**src/rtl/multi_dataflow_job_dispatcher.sv**
```systemverilog
// Peripheral-bus master that acquires an hwpe_ctrl context, programs the job
// registers from a start-time snapshot, triggers the job and waits for its event.
module multi_dataflow_job_dispatcher #(
  parameter logic [31:0] BASE_ADDR      = 32'h0000_0000,
  parameter int unsigned N_JOB_REGS     = 8,
  parameter logic [31:0] JOB_REG_OFFS   = 32'h40,
  parameter int unsigned ID_WIDTH       = 10,
  parameter int unsigned ID_VAL         = 0,
  parameter int unsigned BACKOFF_CYCLES = 16,
  parameter int unsigned MAX_RETRY      = 255
) (
  input  logic                    clk_i,
  input  logic                    rst_ni,
  input  logic                    start_i,
  input  logic [N_JOB_REGS*32-1:0] job_regs_i,
  output logic                    busy_o,
  output logic                    done_o,
  output logic                    error_o,
  output logic [7:0]              job_id_o,
  input  logic                    evt_i,
  output logic                    periph_req_o,
  input  logic                    periph_gnt_i,
  output logic [31:0]             periph_add_o,
  output logic                    periph_wen_o,
  output logic [3:0]              periph_be_o,
  output logic [31:0]             periph_data_o,
  output logic [ID_WIDTH-1:0]     periph_id_o,
  input  logic [31:0]             periph_r_data_i,
  input  logic                    periph_r_valid_i
);

  localparam int unsigned IDX_W      = (N_JOB_REGS > 1) ? $clog2(N_JOB_REGS) : 1;
  localparam logic [31:0] TRIG_ADDR  = BASE_ADDR;
  localparam logic [31:0] ACQ_ADDR   = BASE_ADDR + 32'd4;

  typedef enum logic [3:0] {
    IDLE, ACQ_REQ, ACQ_RESP, BACKOFF, WR_REQ, WR_RESP, TRIG_REQ, TRIG_RESP, WAIT_EVT
  } state_t;

  state_t           state;
  logic [31:0]      snap [N_JOB_REGS];
  logic [IDX_W-1:0] k;
  logic [IDX_W-1:0] k_inc;
  logic [31:0]      retry_cnt;
  logic [31:0]      bo_cnt;
  logic             evt_flag;

  assign k_inc       = k + 1'b1;
  assign periph_be_o = 4'hF;
  assign periph_id_o = ID_WIDTH'(ID_VAL);

  function automatic logic [31:0] job_addr(input logic [IDX_W-1:0] idx);
    return BASE_ADDR + JOB_REG_OFFS + (32'(idx) << 2);
  endfunction

  // Bus outputs are loaded together with the transition into a *_REQ state,
  // so req/add/wen/data are registered and stay put until the grant.
  always_ff @(posedge clk_i or negedge rst_ni) begin
    if (!rst_ni) begin
      state         <= IDLE;
      periph_req_o  <= 1'b0;
      periph_add_o  <= '0;
      periph_wen_o  <= 1'b1;
      periph_data_o <= '0;
      busy_o        <= 1'b0;
      done_o        <= 1'b0;
      error_o       <= 1'b0;
      job_id_o      <= '0;
      k             <= '0;
      retry_cnt     <= '0;
      bo_cnt        <= '0;
      evt_flag      <= 1'b0;
      for (int unsigned i = 0; i < N_JOB_REGS; i++) snap[i] <= '0;
    end else begin
      done_o  <= 1'b0;
      error_o <= 1'b0;
      case (state)
        IDLE: begin
          if (start_i) begin
            for (int unsigned i = 0; i < N_JOB_REGS; i++) snap[i] <= job_regs_i[32*i +: 32];
            retry_cnt     <= '0;
            busy_o        <= 1'b1;
            periph_req_o  <= 1'b1;
            periph_add_o  <= ACQ_ADDR;
            periph_wen_o  <= 1'b1;
            periph_data_o <= '0;
            state         <= ACQ_REQ;
          end
        end
        ACQ_REQ, WR_REQ, TRIG_REQ: begin
          if (periph_gnt_i) begin
            periph_req_o <= 1'b0;
            case (state)
              ACQ_REQ: state <= ACQ_RESP;
              WR_REQ:  state <= WR_RESP;
              default: state <= TRIG_RESP;
            endcase
          end
        end
        ACQ_RESP: begin
          if (periph_r_valid_i) begin
            if (!periph_r_data_i[31]) begin
              job_id_o      <= periph_r_data_i[7:0];
              k             <= '0;
              periph_req_o  <= 1'b1;
              periph_add_o  <= job_addr('0);
              periph_wen_o  <= 1'b0;
              periph_data_o <= snap[0];
              state         <= WR_REQ;
            end else if (MAX_RETRY != 0 && retry_cnt == MAX_RETRY) begin
              error_o <= 1'b1;
              busy_o  <= 1'b0;
              state   <= IDLE;
            end else begin
              retry_cnt <= retry_cnt + 32'd1;
              bo_cnt    <= '0;
              state     <= BACKOFF;
            end
          end
        end
        BACKOFF: begin
          if (bo_cnt == BACKOFF_CYCLES - 1) begin
            periph_req_o  <= 1'b1;
            periph_add_o  <= ACQ_ADDR;
            periph_wen_o  <= 1'b1;
            periph_data_o <= '0;
            state         <= ACQ_REQ;
          end else begin
            bo_cnt <= bo_cnt + 32'd1;
          end
        end
        WR_RESP: begin
          if (periph_r_valid_i) begin
            periph_req_o <= 1'b1;
            periph_wen_o <= 1'b0;
            if (k == IDX_W'(N_JOB_REGS - 1)) begin
              evt_flag      <= 1'b0;
              periph_add_o  <= TRIG_ADDR;
              periph_data_o <= '0;
              state         <= TRIG_REQ;
            end else begin
              k             <= k_inc;
              periph_add_o  <= job_addr(k_inc);
              periph_data_o <= snap[k_inc];
              state         <= WR_REQ;
            end
          end
        end
        TRIG_RESP: begin
          if (evt_i) evt_flag <= 1'b1;
          if (periph_r_valid_i) state <= WAIT_EVT;
        end
        WAIT_EVT: begin
          if (evt_flag || evt_i) begin
            evt_flag <= 1'b0;
            done_o   <= 1'b1;
            busy_o   <= 1'b0;
            state    <= IDLE;
          end
        end
        default: state <= IDLE;
      endcase
    end
  end

endmodule

```
**config.mk**
```make
export PLATFORM = sky130hd
export DESIGN_NAME = multi_dataflow_job_dispatcher
export DESIGN_NICKNAME = d
export VERILOG_FILES = /design/src/rtl/multi_dataflow_job_dispatcher.sv
export SDC_FILE = /design/constraint.sdc
export NUM_CORES = 1
export LEC_CHECK = 0
export CORE_ASPECT_RATIO = 1.5
export CORE_MARGIN = 5
export CORE_UTILIZATION = 24
export CTS_CLUSTER_DIAMETER = 60
export DETAILED_ROUTE_END_ITERATION = 12
export HOLD_SLACK_MARGIN = 0.03
export PLACE_DENSITY = 0.45
export SETUP_SLACK_MARGIN = 0.02
export SYNTH_ARGS = -nofsm -noshare
export SYNTH_HDL_FRONTEND = slang
export SYNTH_SLANG_ARGS = --single-unit
export TNS_END_PERCENT = 50
```
**constraint.sdc**
```tcl
create_clock -name clk_i -period 2.4 [get_ports clk_i]
set_input_delay 0.36 -clock clk_i [delete_from_list [all_inputs] [get_ports clk_i]]
set_output_delay 0.36 -clock clk_i [all_outputs]
set_load 0.05 [all_outputs]
```
==> metrics.md <==
| Metric | Value |
|---|---|
| Status | completed |
| Synth cell count leaders | 818 x nand2_1, 376 x dfrtp_1, 73 x buf_2 |
| Crit path max-delay family | multiplexers |
| N_diodes | 0 |
| Ys async rst share | 100.0% |
| Crit path arrival time | 2.83 ns |
| Slowest stage delay, CP | 0.51 ns |
| Worst Skew | approximately 0.018 ns |
| Port Buf Inserts | roughly 320 |
| Syn avg cell area | 9.644 sq um |
| Min Tclk post-route | 2.377 ns |
| Post-DP Area | 23120 sq um |
| Iter 0 DRT Violations | 911 |
| Vias per std cell | 4.500 |
| Total track usage | around 15% |
| Sequential fraction of the synthesis area | 51.85% |
| Period utilization | roughly 99% |
| Maximum buffer depth of the clock tree | 3 |
| Setup TNS | 0 ns |
| Leakage power | 11.63 nW |
| Final WL | 62.38 mm |
| Final setup vio count | 0 |
| Post-DRT Antenna Nets | 0 |
| Place WS | -0.2128 ns |
| Remaining global-route overflow | 0 |
| Placed Cells | ~3200 |
| Layout Nets | 2560 |
| EDFF count, synth | 0 |
| Peak Freq | 0.4208 GHz |
| Vias in the first global route | 15960 |
| Synth area leader | dfrtp_1 |
| Distinct cell type count after synthesis | 71 |
| Most frequent cell after synthesis | nand2_1 |
| DIE AREA | 81540 sq um |
| Finished Cell Area | roughly 25000 sq um |
| Pins Over Slew Limit | 0 |
| Worst path required time | 2.86 ns |
| Post-DP HPWL | 44.61 mm |
| Sink Count | 377 |
| Synth area leaders | dfrtp_1 52%, nand2_1 17%, mux4_2 7.9% |
| Clk pwr share | 22.4% |
| RSZ-0062 raised after global routing | yes |
| DR DRC count | 0 |
| Total CTS buffers | 43 |
| Die Wd | around 230 um |
| Router iterations before antenna repair | 5 |
| Final GP Congestion | about 0.8 |
| Worst setup SP type | flip-flop |
| CTS tree | yes |
| Power Density | 1289 nW/um^2 |
| Yosys reg bits | 377 |
| Pint | 0.02013 W |
| Sw Pwr | 0.01208 W |
| Root buf cell | clkbuf_16 |
| First-pass GRT wire length | 96.30 mm |
| Combinational share of power | 44.3% |
| Layout cells sized above 1 | between 10% and 20% |
| # Max-Cap Violations | 0 |
| Core Footprint | 75100 sq um |
| Peak VDD IR | 0.0004678 V |
| Post-synth top area share | 51.71% |
| Crit. End Element | flip-flop |
| HP Class | input port to flip-flop |
| Warnings from Yosys | 0 |
| Cell area after synthesis | 18200 sq um |
| Seq pwr share | 33.3% |
| Hold WS | 0.3149 ns |
| Slew @ Worst Pin | 0.6900 ns |
| Clock latency on the worst-skew pair | around 0.57 ns |
| Routed len/inst | 18.94 um |
| CP Buf/Inv Count | 2 |
| H-tree levels | 2 |
| Slowest-stage cell, CP | dfrtp_4 |
| Die Ht | 347.2 um |
| CP max FO | 11 |
| Rel. slew slack | between 50 and 60% |
| Initial antenna violation count | 2 |
| Cell Chain, Critical Path | ha_4, buf_6, buf_16, mux4_2, and3_1, a221o_1, mux2_2 |
| Area delta synth->final | 37.34% |
| Final setup margin | 0.02348 ns |
| Worst-path clk slew | 0.06 ns |
| Fin. Hold Viols | 0 |
| Synth Instances | 1887 |
| Post-route insts no fill | 3293 |
| Predominant post-synthesis flop cell | dfrtp_1 |
| I/O Pins | 385 |
| Num rows | 123 |
| Switching Fraction | 37.51% |
| Setup CP Type | flip-flop to flip-flop |
| Initial core utilization | 24.23% |
| Largest net degree at the start of global routing | 82 |
| Detailed-route via count | around 15000 |
==> sequential cells by signal (all words and copies together) (netlist names) <==
name / count
busy_o: 1
periph_wen_o: 1
done_o: 1
evt_flag: 1
job_id_o: 8
retry_cnt: 32
bo_cnt: 32
state: 4
periph_data_o: 32
periph_req_o: 1
periph_add_o: 4
error_o: 1
k: 3
snap: 256
==> per-layer routing <==
layer  part of all wire [%]  track usage [%]
met1                     42            18.45
met4                    2.5            4.161
met2                     51            26.92
met3                    4.1            2.295
met5                      0                0
==> final timing paths <==
path / from / endpoint / slack (ns) / cells after the start
worst max register to register: k[0] / periph_data_o[24] / 0.02 / 7
min in group asynchronous: rst_ni / snap[120] / 0.41 / 2
max in group asynchronous: rst_ni / snap[128] / 1.23 / 3
worst min register to register: snap[136] / snap[136] / 0.47 / 2
worst max-delay path: k[0] / periph_data_o[24] / 0.02 / 7
worst min-delay path: job_regs_i[236] / snap[12] / 0.31 / 3
==> worst min-delay path, stage by stage <==
cell and delay [ns]:
clkdlybuf4s50_1 0.39, nand2_1 0.06, nand2_1 0.04
==> cells by family (layout without fill, tap and decap cells) <==
group           after synthesis  count (layout)  synth area share (%)
buf+inv                     186             552                 5.370
mux                         112             112                 11.06
xor+xnor                     23              23                 1.107
flops                       377             377                 51.85
other cells                   2              42               0.04127
fa+ha+maj                     4               4                0.2750
compound gates              138             138                 5.617
simple gates               1045            1045                 24.68
==> stage by stage <==
step	utilization, %	total power (W)
after floorplan	-	0.01883
after global placement	30.79	0.02397
after detailed placement	30.79	0.02429
after CTS	33.24	0.03276
after global routing	33.28	0.03423
final	33.28	0.03221
==> layout by cell type (no fill, tap or decap), drive strengths merged, types with 3 or more instances in the layout <==
cell type      count
a211oi             4
conb              42
nor2b              3
a31o               3
o31ai             14
inv               25
mux2i              6
a31oi              6
mux4              64
xor2               9
nor3              13
or3                4
nand3             34
o22a               4
nor2              46
nor4              26
a21o               3
o21ai             19
clkdlybuf4s50    315
nand4             16
dfrtp            376
xnor2             14
nand2            819
nand2b             6
clkbuf            61
buf              136
ha                 4
o211ai             8
bufinv             7
mux2              42
and4               8
clkinv             4
or4               18
and3              38
a221o             33
and2               5
a21oi             28
==> power by group through the flow <==
stage               Combinational (W)  Clock (W)  Sequential, W
CTS                            0.0146    0.00746         0.0107
global route                   0.0155    0.00767         0.0111
floorplan                     0.00735          0         0.0115
finish                         0.0143    0.00720         0.0107
detailed placement             0.0135          0         0.0108
global placement               0.0133          0         0.0107
==> cell type report <==
type | count | area [sq um]
Clock buffer | 61 | 1256
Sequential cell | 377 | 9439
Timing Repair Buffer | 453 | 4677
Clock inverter | 15 | 262.8
Fill cell | 7809 | 50110
Multi-Input combinational cell | 1364 | 8020
Tap cell | 1000 | 1251
Inverter | 23 | 86.33
==> what timing repair did <==
action,in CTS,in global routing
hold buffers,1,0
endpoints found under the hold margin,54,0
pin swaps,2,2
setup buffers,11,3
setup endpoints to repair,35,43
cloned,5,0
resized for setup,17,1
No activity file was read; power rests on OpenSTA's default activity.
